<file path="src/rtl/zero_cmp_pkg.sv">
// Shared FP32 field constants, the classification result struct and the classifier function
// used by the zero-compare arbiter.
package zero_cmp_pkg;

    localparam int unsigned SIGN_BIT = 31;
    localparam int unsigned EXP_MSB  = 30;
    localparam int unsigned EXP_LSB  = 23;
    localparam int unsigned MAN_W    = 23;
    localparam logic [7:0]  EXP_ALL1 = 8'hFF;

    typedef struct packed {
        logic gt;
        logic lt;
        logic eq;
        logic unord;
    } zc_result_t;

    // Exactly one flag is set; denormals and infinities count as nonzero.
    function automatic zc_result_t classify_fp32(input logic [31:0] x);
        zc_result_t       r;
        logic [7:0]       e;
        logic [MAN_W-1:0] m;
        r = '0;
        e = x[EXP_MSB:EXP_LSB];
        m = x[MAN_W-1:0];
        if (e == 8'h00 && m == '0) begin
            r.eq = 1'b1;
        end else if (e == EXP_ALL1 && m != '0) begin
            r.unord = 1'b1;
        end else if (x[SIGN_BIT]) begin
            r.lt = 1'b1;
        end else begin
            r.gt = 1'b1;
        end
        return r;
    endfunction

endpackage

</file>
<file path="src/rtl/fp32_zero_classify.sv">
// Combinational sign/zero/NaN classifier for one IEEE-754 single-precision operand.
module fp32_zero_classify
    import zero_cmp_pkg::*;
(
    input  logic [31:0] operand_i,
    output zc_result_t  result_c
);

    assign result_c = classify_fp32(operand_i);

endmodule

</file>
<file path="src/rtl/zero_cmp_arbiter.sv">
// Round-robin arbiter sharing one registered FP32 zero-classifier between NUM_REQ requesters,
// with valid/ready on every request port and on the response port.
module zero_cmp_arbiter #(
    parameter int unsigned NUM_REQ = 4,
    parameter int unsigned ID_W    = 2
) (
    input  logic                    clk,
    input  logic                    rst_n,
    input  logic [NUM_REQ-1:0]      req_valid,
    input  logic [32*NUM_REQ-1:0]   req_data,
    output logic [NUM_REQ-1:0]      req_ready,
    output logic                    rsp_valid,
    input  logic                    rsp_ready,
    output logic [ID_W-1:0]         rsp_id,
    output logic                    rsp_gt,
    output logic                    rsp_lt,
    output logic                    rsp_eq,
    output logic                    rsp_unord,
    output logic [15:0]             busy_cnt
);
    import zero_cmp_pkg::*;

    localparam int unsigned CNT_W   = 16;
    localparam int unsigned SCAN_W  = ID_W + 1;
    localparam logic [CNT_W-1:0] CNT_MAX = '1;

    logic [ID_W-1:0]   ptr_q, ptr_d;
    logic              rsp_valid_q, rsp_valid_d;
    logic [ID_W-1:0]   rsp_id_q, rsp_id_d;
    zc_result_t        rsp_res_q, rsp_res_d;
    logic [CNT_W-1:0]  busy_q, busy_d;

    logic              can_accept;
    logic              accept;
    logic              gnt_found;
    logic [ID_W-1:0]   gnt_idx;
    logic [SCAN_W-1:0] scan_sum;
    logic [31:0]       sel_data;
    zc_result_t        sel_res;

    assign can_accept = !rsp_valid_q || rsp_ready;
    assign accept     = can_accept && gnt_found;

    // First valid requester at or above the pointer, wrapping; the sum never exceeds 2*NUM_REQ-2.
    always_comb begin
        gnt_found = 1'b0;
        gnt_idx   = '0;
        scan_sum  = '0;
        for (int k = 0; k < int'(NUM_REQ); k++) begin
            scan_sum = {1'b0, ptr_q} + SCAN_W'(k);
            if (scan_sum >= SCAN_W'(NUM_REQ)) begin
                scan_sum = scan_sum - SCAN_W'(NUM_REQ);
            end
            if (!gnt_found && req_valid[scan_sum[ID_W-1:0]]) begin
                gnt_found = 1'b1;
                gnt_idx   = scan_sum[ID_W-1:0];
            end
        end
    end

    always_comb begin
        req_ready = '0;
        if (accept) begin
            req_ready[gnt_idx] = 1'b1;
        end
    end

    always_comb begin
        sel_data = '0;
        for (int i = 0; i < int'(NUM_REQ); i++) begin
            if (gnt_idx == ID_W'(i)) begin
                sel_data = req_data[32*i +: 32];
            end
        end
    end

    fp32_zero_classify u_classify (
        .operand_i (sel_data),
        .result_c  (sel_res)
    );

    // Accept reloads the output register even while draining, so there is no bubble.
    always_comb begin
        ptr_d       = ptr_q;
        rsp_valid_d = rsp_valid_q;
        rsp_id_d    = rsp_id_q;
        rsp_res_d   = rsp_res_q;
        busy_d      = busy_q;
        if (accept) begin
            rsp_valid_d = 1'b1;
            rsp_id_d    = gnt_idx;
            rsp_res_d   = sel_res;
            ptr_d       = (gnt_idx == ID_W'(NUM_REQ - 1)) ? '0 : gnt_idx + ID_W'(1);
        end else if (rsp_ready) begin
            rsp_valid_d = 1'b0;
        end
        if (rsp_valid_q && !rsp_ready && busy_q != CNT_MAX) begin
            busy_d = busy_q + CNT_W'(1);
        end
    end

    always_ff @(posedge clk or negedge rst_n) begin
        if (!rst_n) begin
            ptr_q       <= '0;
            rsp_valid_q <= 1'b0;
            rsp_id_q    <= '0;
            rsp_res_q   <= '0;
            busy_q      <= '0;
        end else begin
            ptr_q       <= ptr_d;
            rsp_valid_q <= rsp_valid_d;
            rsp_id_q    <= rsp_id_d;
            rsp_res_q   <= rsp_res_d;
            busy_q      <= busy_d;
        end
    end

    assign rsp_valid = rsp_valid_q;
    assign rsp_id    = rsp_id_q;
    assign rsp_gt    = rsp_res_q.gt;
    assign rsp_lt    = rsp_res_q.lt;
    assign rsp_eq    = rsp_res_q.eq;
    assign rsp_unord = rsp_res_q.unord;
    assign busy_cnt  = busy_q;

endmodule

</file>
<file path="config.mk">
export PLATFORM = sky130hd
export DESIGN_NAME = zero_cmp_arbiter
export DESIGN_NICKNAME = d
export VERILOG_FILES = /design/src/rtl/zero_cmp_pkg.sv /design/src/rtl/fp32_zero_classify.sv /design/src/rtl/zero_cmp_arbiter.sv
export SDC_FILE = /design/constraint.sdc
export NUM_CORES = 1
export LEC_CHECK = 0
export CORE_MARGIN = 2
export CORE_UTILIZATION = 33
export CTS_CLUSTER_DIAMETER = 50
export DETAILED_ROUTE_END_ITERATION = 7
export PLACE_DENSITY = 0.8
export SLEW_MARGIN = 20
export SYNTH_ARGS = -nofsm -noshare
export SYNTH_HDL_FRONTEND = slang
export SYNTH_HIERARCHICAL = 1
export SYNTH_SLANG_ARGS = --single-unit
</file>
<file path="constraint.sdc">
create_clock -name clk -period 4.1 [get_ports clk]
set_clock_uncertainty 0.1 [all_clocks]
set_input_delay 0.615 -clock clk [delete_from_list [all_inputs] [get_ports clk]]
set_output_delay 0.615 -clock clk [all_outputs]
set_load 0.01 [all_outputs]
</file>
## Word level (Yosys, flattened, before mapping)

Cells that the tools add are included.

- Register bits after elaboration: 25
- Output and inout port bits: 27
- Word-level logic and storage cells: 89

- Add/sub/neg operators: 9
- Order comparisons: 10
- Equal/unequal tests: 5
- Multiplexer cells: 37
- Reduce and logical (&&, ||, !) cells: 20

Operators by type and width:

| cell | count |
|---|---|
| 32-bit two-way mux | 4 |
| 23-bit zero test | 1 |
| 23-bit nonzero test | 1 |
| 2-bit two-way mux | 11 |
| 16-bit by 1-bit adder with 16-bit output, second input constant | 1 |
| 1-bit two-way mux | 16 |
| 16-bit inequality test, second input constant | 1 |
| 2-bit by 3-bit less-than comparator with 1-bit output, second input constant | 5 |
| 3-bit >= comparator, second input constant | 3 |
| 1-bit logical AND | 9 |
| 1-bit binary-select mux with 2-bit select | 4 |
| 8-bit == test, second input constant | 1 |
| 8-bit zero test | 1 |
| 2-bit by 1-bit subtractor with 2-bit output, second input constant | 4 |
| 2-bit by 2-bit adder with 3-bit output, second input constant | 2 |
| 1-bit zero test | 5 |
| 2-bit == test, second input constant | 2 |
| 4-bit two-way mux | 1 |
| 2-bit by 1-bit adder with 3-bit output, second input constant | 1 |
| 2-bit by 3-bit >= comparator with 1-bit output, second input constant | 1 |
| 2-bit by 1-bit adder with 2-bit output, second input constant | 1 |
| 1-bit demux with 2-bit select | 1 |
| 2-bit by 1-bit == test with 1-bit output, second input constant | 1 |
| 2-bit by 1-bit >= comparator with 1-bit output, second input constant | 1 |
| 3 further kinds | 3 |

## Logic depth before layout (Yosys ltp)

Gate-level depths: netlist of the first run.

- Depth after elaboration: 23
- Mapped depth: 16

## Modules after synthesis

The synthesis of the first run kept the hierarchy.

By module, submodules not included:

| module | times used | cells each | area each (µm²) |
|---|---|---|---|
| zero_cmp_arbiter | 1 | 271 | 2244.7 |
| fp32_zero_classify | 1 | 18 | 132.6 |

## Least setup slack after synthesis of the first run

Ideal clock, no wire load.

- Path kind: input port to flip-flop
- From: in req_valid[3]
- To: reg rsp_res_q, in the netlist rsp_gt
- Arrival time: 3488 ps
- Data required time: 3875 ps
- Path slack: 388 ps
- Stages: 16
- Buffers on the path: 3
- Cells stage by stage: inv_1 a22o_1 a221oi_1 nor2b_1 ha_1 clkbuf_1 nor2b_1 clkbuf_1 clkbuf_1 a221oi_1 o31ai_1 nor4_2 nand4_1 nor3_2 nor3_1 mux2_2

RTL lines:

| what | RTL line | source |
|---|---|---|
| from (decl) | zero_cmp_arbiter.sv:9 | `input logic [NUM_REQ-1:0] req_valid,` |
| to (signal assigned) | zero_cmp_arbiter.sv:113 | `rsp_res_q <= rsp_res_d;` |
| to (decl) | zero_cmp_arbiter.sv:30 | `zc_result_t rsp_res_q, rsp_res_d;` |

## Worst setup path in the final report of the first run

- From: in req_valid[3]
- To: out req_ready[1]

- Word-level cells in the longest chain between the ends: 17

RTL lines:

| what | RTL line | source |
|---|---|---|
| 1-bit binary-select mux with 2-bit select | zero_cmp_arbiter.sv:54 | `if (!gnt_found && req_valid[scan_sum[ID_W-1:0]]) begin` |
| 1-bit two-way mux (not written as such) | zero_cmp_arbiter.sv:54 |  |
| 1-bit two-way mux | zero_cmp_arbiter.sv:54 |  |
| 1-bit zero test | zero_cmp_arbiter.sv:54 |  |
| 1-bit logical AND | zero_cmp_arbiter.sv:54 |  |
| 1-bit two-way mux | zero_cmp_arbiter.sv:54 |  |
| 1-bit zero test | zero_cmp_arbiter.sv:54 |  |
| 1-bit logical AND | zero_cmp_arbiter.sv:54 |  |
| (+2 left out) | -- |  |
| 1-bit logical AND | zero_cmp_arbiter.sv:54 |  |
| 2-bit two-way mux * | zero_cmp_arbiter.sv:54 |  |
| via gnt_idx[0] | zero_cmp_arbiter.sv:36 | `logic [ID_W-1:0] gnt_idx;` |
| 2-bit by 3-bit less-than comparator with 1-bit output (not written as such) / 2-bit by 1-bit >= comparator with 1-bit output (equally long branches) | zero_cmp_arbiter.sv:64 | `req_ready[gnt_idx] = 1'b1;` |
| 1-bit logical AND (not written as such) | zero_cmp_arbiter.sv:64 |  |
| 1-bit two-way mux (not written as such) | zero_cmp_arbiter.sv:64 |  |
| 1-bit demux with 2-bit select * | zero_cmp_arbiter.sv:64 |  |
| 4-bit two-way mux * | zero_cmp_arbiter.sv:63 | `if (accept) begin` |
| to (decl) | zero_cmp_arbiter.sv:11 | `output logic [NUM_REQ-1:0] req_ready,` |

The timed path passes the listed nets; every way through them passes the cells marked *. The select of a mux whose other input is x is not followed.

==> impl_metrics.prom, run 1 <==
# TYPE chip_impl_metric gauge
chip_impl_metric{name="worst_slew_pin_slew",unit="ns"} 0.6621
chip_impl_metric{name="place_area",unit="um^2"} 4173
chip_impl_metric{name="final_antenna_net_count",unit=""} 0
chip_impl_metric{name="synth_seq_cells",unit=""} 25
chip_impl_metric{name="drtPass1Iterations",unit=""} 4
chip_impl_metric{name="synth_seq_area_share",unit=""} 0.2632
chip_impl_metric{name="via_count_of_the_first_global_routing_pass",unit=""} 2764
chip_impl_metric{name="clkSinkCount",unit=""} 25
chip_impl_metric{name="cp_max_fo",unit=""} 33
chip_impl_metric{name="maximum_level_of_the_cts_h_tree",unit=""} 1
chip_impl_metric{name="grt-ovfl-total",unit=""} 0
chip_impl_info{name="run_status",value="finished, final reports clean"} 1
chip_impl_metric{name="route.detailed.vias_per_inst",unit=""} 5.323
chip_impl_info{name="highest_metal_used",value="met4"} 1
chip_impl_info{name="worstHoldPathType",value="primary input to asynchronous set/reset pin"} 1
chip_impl_metric{name="async_flop_share",unit=""} 1.000
chip_impl_info{name="netlist.top_cell.by_area",value="sky130_fd_sc_hd__dfrtp_1"} 1
chip_impl_metric{name="finish.utilization",unit=""} 0.6160
chip_impl_info{name="synth_top_cells_by_count",value="39 x sky130_fd_sc_hd__nand2_1, 35 x sky130_fd_sc_hd__nor2b_1, 33 x sky130_fd_sc_hd__a221oi_1"} 1
chip_impl_metric{name="sequentialPowerShare",unit=""} 0.210
chip_impl_metric{name="mappedNetlistArea",unit="um^2"} 2377
chip_impl_metric{name="core-area",unit="um^2"} 6869
chip_impl_metric{name="drt-initial-drc-count",unit=""} 99
chip_impl_metric{name="layout.nets",unit=""} 587
chip_impl_info{name="rsz0062_at_grt",value="yes"} 1
chip_impl_metric{name="required_arrival_time_at_the_worst_endpoint",unit="ns"} 3.38
chip_impl_metric{name="peakVddDrop",unit="uV"} 363.3
chip_impl_metric{name="postSynthNetCount",unit=""} 429
chip_impl_metric{name="post-route-min-period",unit="ns"} 3.979
chip_impl_metric{name="netlist_cell_types",unit=""} 38
chip_impl_info{name="synthTopCellsByArea",value="sky130_fd_sc_hd__dfrtp_1 26%, sky130_fd_sc_hd__a221oi_1 12%, sky130_fd_sc_hd__o31ai_1 10%"} 1
chip_impl_metric{name="p_leak",unit="nW"} 1.640
chip_impl_info{name="root_buffer",value="sky130_fd_sc_hd__clkbuf_8"} 1
chip_impl_metric{name="p_sw_frac",unit=""} 0.4190
chip_impl_metric{name="clk_transition_reported_paths",unit="ns"} 0.09
chip_impl_metric{name="cts-buffers-inserted",unit=""} 3
chip_impl_metric{name="avgRoutedWirePerCell",unit="um"} 16.51
chip_impl_metric{name="instances_no_fill",unit=""} 542
chip_impl_metric{name="share_comb_of_total_power",unit=""} 0.709
chip_impl_metric{name="netlist.area_leader.share",unit=""} 0.2632
chip_impl_metric{name="rrSetupSlack",unit="ns"} 0.68
chip_impl_metric{name="pwr_density_cell",unit="nW/um^2"} 423.4
chip_impl_metric{name="detail_route.wirelength",unit="mm"} 8.949
chip_impl_metric{name="insertedDiodeCount",unit=""} 0
chip_impl_metric{name="post-route-period-util",unit=""} 0.9704
chip_impl_metric{name="setup_viol",unit=""} 0
chip_impl_metric{name="fp.dieW",unit="um"} 88.88
chip_impl_metric{name="dpl.hpwl",unit="mm"} 7.151
chip_impl_metric{name="fp.dieArea",unit="um^2"} 7899
chip_impl_metric{name="antenna_violations_before_repair",unit=""} 0
chip_impl_metric{name="netSwitchingPower",unit="mW"} 0.7507
chip_impl_metric{name="clk_latency",unit="ns"} 0.27
chip_impl_metric{name="grt_max_degree",unit=""} 44
chip_impl_metric{name="worst_hold_slack",unit="ns"} 0.2190
chip_impl_metric{name="drive_gt1_frac",unit=""} 0.09641
chip_impl_metric{name="postSynthCellCount",unit=""} 289
chip_impl_metric{name="synth-warning-count",unit=""} 6
chip_impl_metric{name="finalHoldViolCount",unit=""} 0
chip_impl_info{name="clock_tree_from_tritoncts",value="built"} 1
chip_impl_metric{name="cts_hold_repair.buffers",unit=""} 0
chip_impl_metric{name="crit_arrival",unit="ns"} 3.26
chip_impl_metric{name="met2RoutedLength",unit="mm"} 4.440
chip_impl_metric{name="io_pins",unit=""} 162
chip_impl_metric{name="grt_first_pass_wirelength",unit="mm"} 13.36
chip_impl_info{name="end_kind",value="output pin"} 1
chip_impl_metric{name="ctsLongestPathBuffers",unit=""} 2
chip_impl_metric{name="initial_core_utilization",unit=""} 0.3461
chip_impl_metric{name="postSynthAreaPerCell",unit="um^2"} 8.226
chip_impl_metric{name="wirelength_met1",unit="mm"} 3.476
chip_impl_metric{name="fin_tns_setup",unit="ns"} 0
chip_impl_metric{name="fp-row-count",unit=""} 30
chip_impl_info{name="yosys.cell_count.top_type",value="sky130_fd_sc_hd__nand2_1"} 1
chip_impl_metric{name="dp_cells",unit=""} 538
chip_impl_metric{name="area_growth_syn_to_layout",unit="%"} 78.00
chip_impl_metric{name="number_of_flops_mapped_to_enable_cells_by_yosys",unit=""} 0
chip_impl_metric{name="maxcap_violations",unit=""} 0
chip_impl_metric{name="max_freq",unit="MHz"} 251.3
chip_impl_metric{name="route.vias.total",unit=""} 2885
chip_impl_metric{name="detail_route.drc_violations",unit=""} 0
chip_impl_info{name="timing.setup.critical_path_class",value="primary input to output pin"} 1
chip_impl_metric{name="die_h",unit="um"} 88.88
chip_impl_metric{name="groute.usage.overall",unit=""} 0.2128
chip_impl_metric{name="clock_power_share",unit=""} 0.081
chip_impl_metric{name="met3_routed_wl",unit="um"} 904
chip_impl_metric{name="finish.instance_area",unit="um^2"} 4232
chip_impl_metric{name="buffer_ports.inserted",unit=""} 161
chip_impl_metric{name="intPower",unit="mW"} 1.041
chip_impl_metric{name="fillerInstances",unit=""} 600
chip_impl_info{name="postSynth.topFlopCell",value="sky130_fd_sc_hd__dfrtp_1"} 1
chip_impl_metric{name="finalMaxSlewViolations",unit=""} 0
chip_impl_info{name="worst_setup_path_start_kind",value="primary input"} 1
chip_impl_metric{name="gp_routability_congestion",unit=""} 0.8644
chip_impl_metric{name="cts.repair_timing.setup_buffer_count",unit=""} 0
chip_impl_metric{name="max-slew-margin-rel",unit=""} 0.5472
power groups by stage:
stage                     clock [mW]  combinational, mW  sequential, mW
after floorplan                    0              0.750           0.390
after global placement             0               1.23           0.378
after detailed placement           0               1.26           0.378
after CTS                      0.147               1.27           0.377
after global routing           0.160               1.39           0.387
final                          0.145               1.27           0.377
area by class of cell:
type	instances	area, um^2	share of cell area
timing repair buffer	178	1759	0.4157
multi-input combinational	234	1662	0.3927
sequential	25	625.6	0.1478
tap	96	120.1	0.02839
clock buffer	3	41.29	0.009758
inverter	5	18.77	0.004435
clock inverter	1	5.005	0.001183
cells by family (layout without fill, tap and decap cells):
family / Yosys count / after routing / synth area share
compound gates: 87 / 87 / 0.2821
xor+xnor: 12 / 12 / 0.04421
fa+ha+maj: 5 / 5 / 0.02632
buf+inv: 30 / 187 / 0.04842
flops: 25 / 25 / 0.2632
mux: 9 / 9 / 0.04368
simple gates: 121 / 121 / 0.2921
sequential cells by signal, summed over array words and instances (netlist names):
signal / count
busy_cnt: 16
ptr_q: 2
rsp_eq: 1
rsp_gt: 1
rsp_id: 2
rsp_lt: 1
rsp_unord: 1
rsp_valid: 1
timing repair:
action                     in CTS  in global routing
setup endpoints to repair       2                  4
pin swaps                       0                  1
gates resized for setup         1                  2
worst paths after layout:
kind                                 to          from  cells after the start
min in group clk           busy_cnt[15]  busy_cnt[15]                      1
hold / removal              busy_cnt[4]         rst_n                      1
max in group asynchronous        rsp_eq         rst_n                      1
hold reg to reg            busy_cnt[15]  busy_cnt[15]                      1
setup / recovery           req_ready[1]  req_valid[3]                      9
setup reg to reg                 rsp_gt      ptr_q[0]                     14
metal layers:
layer | vias up | track usage
met5 | - | 0
met4 | 0 | 0.04545
met3 | 10 | 0.05784
met2 | 107 | 0.3853
met1 | 1351 | 0.2504
li1 | 1417 | -
critical path: stages:
cell,delay [ns]
sky130_fd_sc_hd__clkdlybuf4s50_1,0.51
sky130_fd_sc_hd__inv_1,0.07
sky130_fd_sc_hd__a22o_1,0.24
sky130_fd_sc_hd__a221oi_2,0.29
sky130_fd_sc_hd__nor2b_1,0.23
sky130_fd_sc_hd__ha_1,0.24
sky130_fd_sc_hd__buf_4,0.35
sky130_fd_sc_hd__and2_1,0.18
sky130_fd_sc_hd__clkdlybuf4s50_1,0.53
placed cells by master, fill, tap and decap left out, types with 4 or more instances in the layout:
cell type and count:
sky130_fd_sc_hd__inv_1 5, sky130_fd_sc_hd__nor2b_1 34, sky130_fd_sc_hd__xnor2_1 4, sky130_fd_sc_hd__nand4_1 6
sky130_fd_sc_hd__mux2_2 7, sky130_fd_sc_hd__a21oi_1 9, sky130_fd_sc_hd__and2_1 5, sky130_fd_sc_hd__nor4_1 5
sky130_fd_sc_hd__a221oi_1 32, sky130_fd_sc_hd__dfrtp_1 25, sky130_fd_sc_hd__buf_4 15, sky130_fd_sc_hd__clkdlybuf4s50_1 160
sky130_fd_sc_hd__o31ai_1 32, sky130_fd_sc_hd__and3_1 4, sky130_fd_sc_hd__nand2_1 39, sky130_fd_sc_hd__nor2_1 6
sky130_fd_sc_hd__nand2b_1 4, sky130_fd_sc_hd__nand3_1 4, sky130_fd_sc_hd__xor2_1 8
per-stage QoR:
| stage | power (mW) | setup slack (ns) |
|---|---|---|
| 2_1_floorplan | 1.140 | 0.3878 |
| 3_3_place_gp | 1.613 | -0.1587 |
| 3_5_place_dp | 1.641 | -0.3040 |
| 4_1_cts | 1.795 | 0.01109 |
| 5_1_grt | 1.937 | -0.04915 |
| 6_report | 1.792 | 0.1213 |
(Power assumes the default switching activity.)
==> inputs of run 2 (changes only) <==
--- a/config.mk
+++ b/config.mk
@@ -7,7 +7,7 @@
 export LEC_CHECK = 0
 export CORE_MARGIN = 2
 export CORE_UTILIZATION = 33
-export CTS_CLUSTER_DIAMETER = 50
+export CTS_CLUSTER_DIAMETER = 60
 export DETAILED_ROUTE_END_ITERATION = 7
 export PLACE_DENSITY = 0.8
 export SLEW_MARGIN = 20
==> results of run 2 <==
Final layout, timing and power as in run 1 (identical DEF).
==> inputs of run 3 (changes only) <==
--- a/config.mk
+++ b/config.mk
@@ -5,10 +5,11 @@
 export SDC_FILE = /design/constraint.sdc
 export NUM_CORES = 1
 export LEC_CHECK = 0
-export CORE_MARGIN = 2
+export CORE_MARGIN = 5
 export CORE_UTILIZATION = 33
 export CTS_CLUSTER_DIAMETER = 60
 export DETAILED_ROUTE_END_ITERATION = 7
+export HOLD_SLACK_MARGIN = 0.08
 export PLACE_DENSITY = 0.8
 export SLEW_MARGIN = 20
 export SYNTH_ARGS = -nofsm -noshare
==> run 3 against run 2 <==
  * Sequential power hardly changed
  * Worst hold slack hardly changed
  * Final cell count is 1.8% higher
  * Register-to-register slack worse by 0.09 ns
  * Critical path depth is 7 higher
  * Worst setup slack better by 0.024 ns
  * Flip-flop and latch count stayed put
  * Clock power hardly changed
  * Maximum frequency is 0.61% higher
  * Largest cell class unchanged
==> impl_metrics.prom, run 3 (synthesis results as in run 1) <==
# TYPE chip_impl_metric gauge
chip_impl_metric{name="area_growth_syn_to_layout",unit="%"} 81.79
chip_impl_info{name="regToRegStartpoint",value="ptr_q[0]"} 1
chip_impl_metric{name="max_freq",unit="MHz"} 252.9
chip_impl_metric{name="met2_usage",unit=""} 0.3511
chip_impl_metric{name="drtPass1Iterations",unit=""} 4
chip_impl_metric{name="clkSinkCount",unit=""} 25
chip_impl_metric{name="fp.dieW",unit="um"} 94.88
chip_impl_metric{name="fillerInstances",unit=""} 636
chip_impl_info{name="commonest_cells_after_routing_fill_and_taps_aside",value="159 x sky130_fd_sc_hd__clkdlybuf4s50_1, 39 x sky130_fd_sc_hd__nand2_1, 33 x sky130_fd_sc_hd__nor2b_1"} 1
chip_impl_metric{name="layout.nets",unit=""} 594
chip_impl_info{name="worst_setup_path_start_kind",value="primary input"} 1
chip_impl_metric{name="ctsLongestPathBuffers",unit=""} 2
chip_impl_metric{name="drive_gt1_frac",unit=""} 0.1214
chip_impl_metric{name="crit_arrival",unit="ns"} 4.01
chip_impl_metric{name="gp_routability_congestion",unit=""} 0.9159
chip_impl_metric{name="dpl.hpwl",unit="mm"} 7.339
chip_impl_info{name="global_routing_s_busiest_layer",value="met2"} 1
chip_impl_info{name="critical-path-top-delay-family",value="simple AND/OR/NAND/NOR gates"} 1
chip_impl_metric{name="finalHoldViolCount",unit=""} 0
chip_impl_metric{name="worst_hold_slack",unit="ns"} 0.2188
chip_impl_metric{name="detail_route.drc_violations",unit=""} 0
chip_impl_metric{name="cp_max_fo",unit=""} 24
chip_impl_metric{name="peakVddDrop",unit="uV"} 323.6
chip_impl_info{name="worst_path_most_repeated_cell",value="sky130_fd_sc_hd__a221oi_1"} 1
chip_impl_metric{name="worst_slew_pin_slew",unit="ns"} 0.8575
chip_impl_info{name="timing.critical_path.cells",value="clkdlybuf4s50_1, inv_1, a22o_1, a221oi_1, buf_4, nand2b_1, ha_1, nor2b_2, buf_6, a221oi_1, o31ai_1, nor4_2, nand4_1, nor3_2, nor3_1, mux2_2"} 1
chip_impl_metric{name="groute.usage.overall",unit=""} 0.1906
chip_impl_metric{name="sequential_cell_area",unit="um^2"} 625.6
chip_impl_metric{name="antenna_violations_before_repair",unit=""} 0
chip_impl_metric{name="grt_max_degree",unit=""} 30
chip_impl_metric{name="p_sw_frac",unit=""} 0.4155
chip_impl_metric{name="p_leak",unit="nW"} 1.680
chip_impl_metric{name="route.vias.total",unit=""} 2949
chip_impl_metric{name="worstPathBufferInverterCount",unit=""} 4
chip_impl_metric{name="grt_use_met1",unit=""} 0.2249
chip_impl_metric{name="route.detailed.vias_per_inst",unit=""} 5.342
chip_impl_metric{name="sequentialPowerShare",unit=""} 0.200
chip_impl_metric{name="io_pins",unit=""} 162
chip_impl_metric{name="buffer_ports.inserted",unit=""} 161
chip_impl_metric{name="post-route-min-period",unit="ns"} 3.955
chip_impl_metric{name="grtUsageMet3",unit=""} 0.03825
chip_impl_metric{name="fin_tns_setup",unit="ns"} 0
chip_impl_metric{name="grt_first_pass_wirelength",unit="mm"} 13.90
chip_impl_metric{name="finish.instance_area",unit="um^2"} 4322
chip_impl_info{name="critPathSlowestCell",value="sky130_fd_sc_hd__clkdlybuf4s50_1"} 1
chip_impl_info{name="root_buffer",value="sky130_fd_sc_hd__clkbuf_8"} 1
chip_impl_metric{name="fp.dieArea",unit="um^2"} 9001
chip_impl_metric{name="maximum_level_of_the_cts_h_tree",unit=""} 1
chip_impl_metric{name="cts_hold_repair.buffers",unit=""} 0
chip_impl_info{name="run_status",value="finished, final reports clean"} 1
chip_impl_metric{name="clock_power_share",unit=""} 0.076
chip_impl_metric{name="detail_route.wirelength",unit="mm"} 9.138
chip_impl_metric{name="cp_slowest_stage_delay",unit="ns"} 0.48
chip_impl_metric{name="clk_transition_reported_paths",unit="ns"} 0.09
chip_impl_metric{name="core-area",unit="um^2"} 7137
chip_impl_metric{name="grt-ovfl-total",unit=""} 0
chip_impl_metric{name="via_count_of_the_first_global_routing_pass",unit=""} 3015
chip_impl_metric{name="clk_latency",unit="ns"} 0.26
chip_impl_info{name="end_kind",value="flop"} 1
chip_impl_metric{name="maxcap_violations",unit=""} 0
chip_impl_metric{name="cts-buffers-inserted",unit=""} 3
chip_impl_metric{name="share_comb_of_total_power",unit=""} 0.724
chip_impl_info{name="clock_tree_from_tritoncts",value="built"} 1
chip_impl_metric{name="multi_input_area",unit="um^2"} 1689
chip_impl_metric{name="place_area",unit="um^2"} 4222
chip_impl_metric{name="pwr_density_cell",unit="nW/um^2"} 433.6
chip_impl_metric{name="number_of_flip_flops_in_the_largest_register",unit=""} 16
chip_impl_metric{name="finalMaxSlewViolations",unit=""} 0
chip_impl_info{name="worstHoldPathType",value="primary input to asynchronous set/reset pin"} 1
chip_impl_metric{name="intPower",unit="mW"} 1.095
chip_impl_metric{name="setup_viol",unit=""} 0
chip_impl_metric{name="final_antenna_net_count",unit=""} 0
chip_impl_info{name="rsz0062_at_grt",value="no"} 1
chip_impl_metric{name="totalPowerFinal",unit="mW"} 1.874
chip_impl_metric{name="die_h",unit="um"} 94.88
chip_impl_info{name="timing.setup.critical_path_class",value="primary input to flop"} 1
chip_impl_metric{name="required_arrival_time_at_the_worst_endpoint",unit="ns"} 4.15
chip_impl_metric{name="drt-initial-drc-count",unit=""} 94
chip_impl_metric{name="netSwitchingPower",unit="mW"} 0.7786
chip_impl_info{name="mostFrequentLayoutCell",value="sky130_fd_sc_hd__clkdlybuf4s50_1"} 1
chip_impl_metric{name="insertedDiodeCount",unit=""} 0
chip_impl_metric{name="initial_core_utilization",unit=""} 0.3331
chip_impl_metric{name="max-slew-margin-rel",unit=""} 0.4262
chip_impl_info{name="worst_setup_path_startpoint",value="req_valid[3]"} 1
chip_impl_metric{name="fp-row-count",unit=""} 31
chip_impl_metric{name="post-route-period-util",unit=""} 0.9646
chip_impl_metric{name="avgRoutedWirePerCell",unit="um"} 16.55
==> run 3: changes by cell type in the layout (fill, tap and decap cells not counted), sizes merged <==
cell and delta:
buf +7, clkdlybuf4s50 -1, dlymetal6s2s +1
==> run 3: cell type report <==
type | instances | share of cell area
clock buffer | 3 | 0.009554
clock inverter | 1 | 0.001158
inverter | 5 | 0.004343
multi-input combinational | 234 | 0.3909
sequential | 25 | 0.1448
tap | 99 | 0.02866
timing repair buffer | 185 | 0.4207
==> run 3: stage by stage <==
stage                 util  std cells  setup slack, ns
floorplan                -        289           0.3878
global placement    0.5915        547         -0.09861
detailed placement  0.5915        547          -0.2042
CTS                 0.5998        551          0.05616
global route        0.6055        552          0.03091
finish              0.6055        552           0.1453
==> run 3: power by group through the flow <==
stage	sequential, mW	clock, mW	combinational (mW)
finish	0.375	0.142	1.36
CTS	0.374	0.146	1.33
global placement	0.378	0	1.29
floorplan	0.390	0	0.750
global route	0.387	0.158	1.48
detailed placement	0.377	0	1.32
==> run 3: routing by layer <==
metal  up-vias  share of wire
met5         -              0
met1      1384           0.41
li1       1431              -
met4         0          0.012
met3        12          0.070
met2       122           0.50
==> run 3: worst paths after layout <==
path	end	slack, ns	depth (start not counted)
min in group clk	busy_cnt[15]	0.42	1
max reg2reg	rsp_gt	0.59	15
min	busy_cnt[6]	0.22	1
max in group asynchronous	busy_cnt[14]	3.32	1
min reg2reg	busy_cnt[15]	0.42	1
max	rsp_gt	0.15	16
==> run 3: repair_timing <==
action | 4_1_cts | 5_1_grt
hold endpoints to repair | 0 | 0
setup buffers | 0 | 1
pin swaps | 0 | 2
gates resized for setup | 2 | 8
endpoints found under the setup margin | 1 | 3
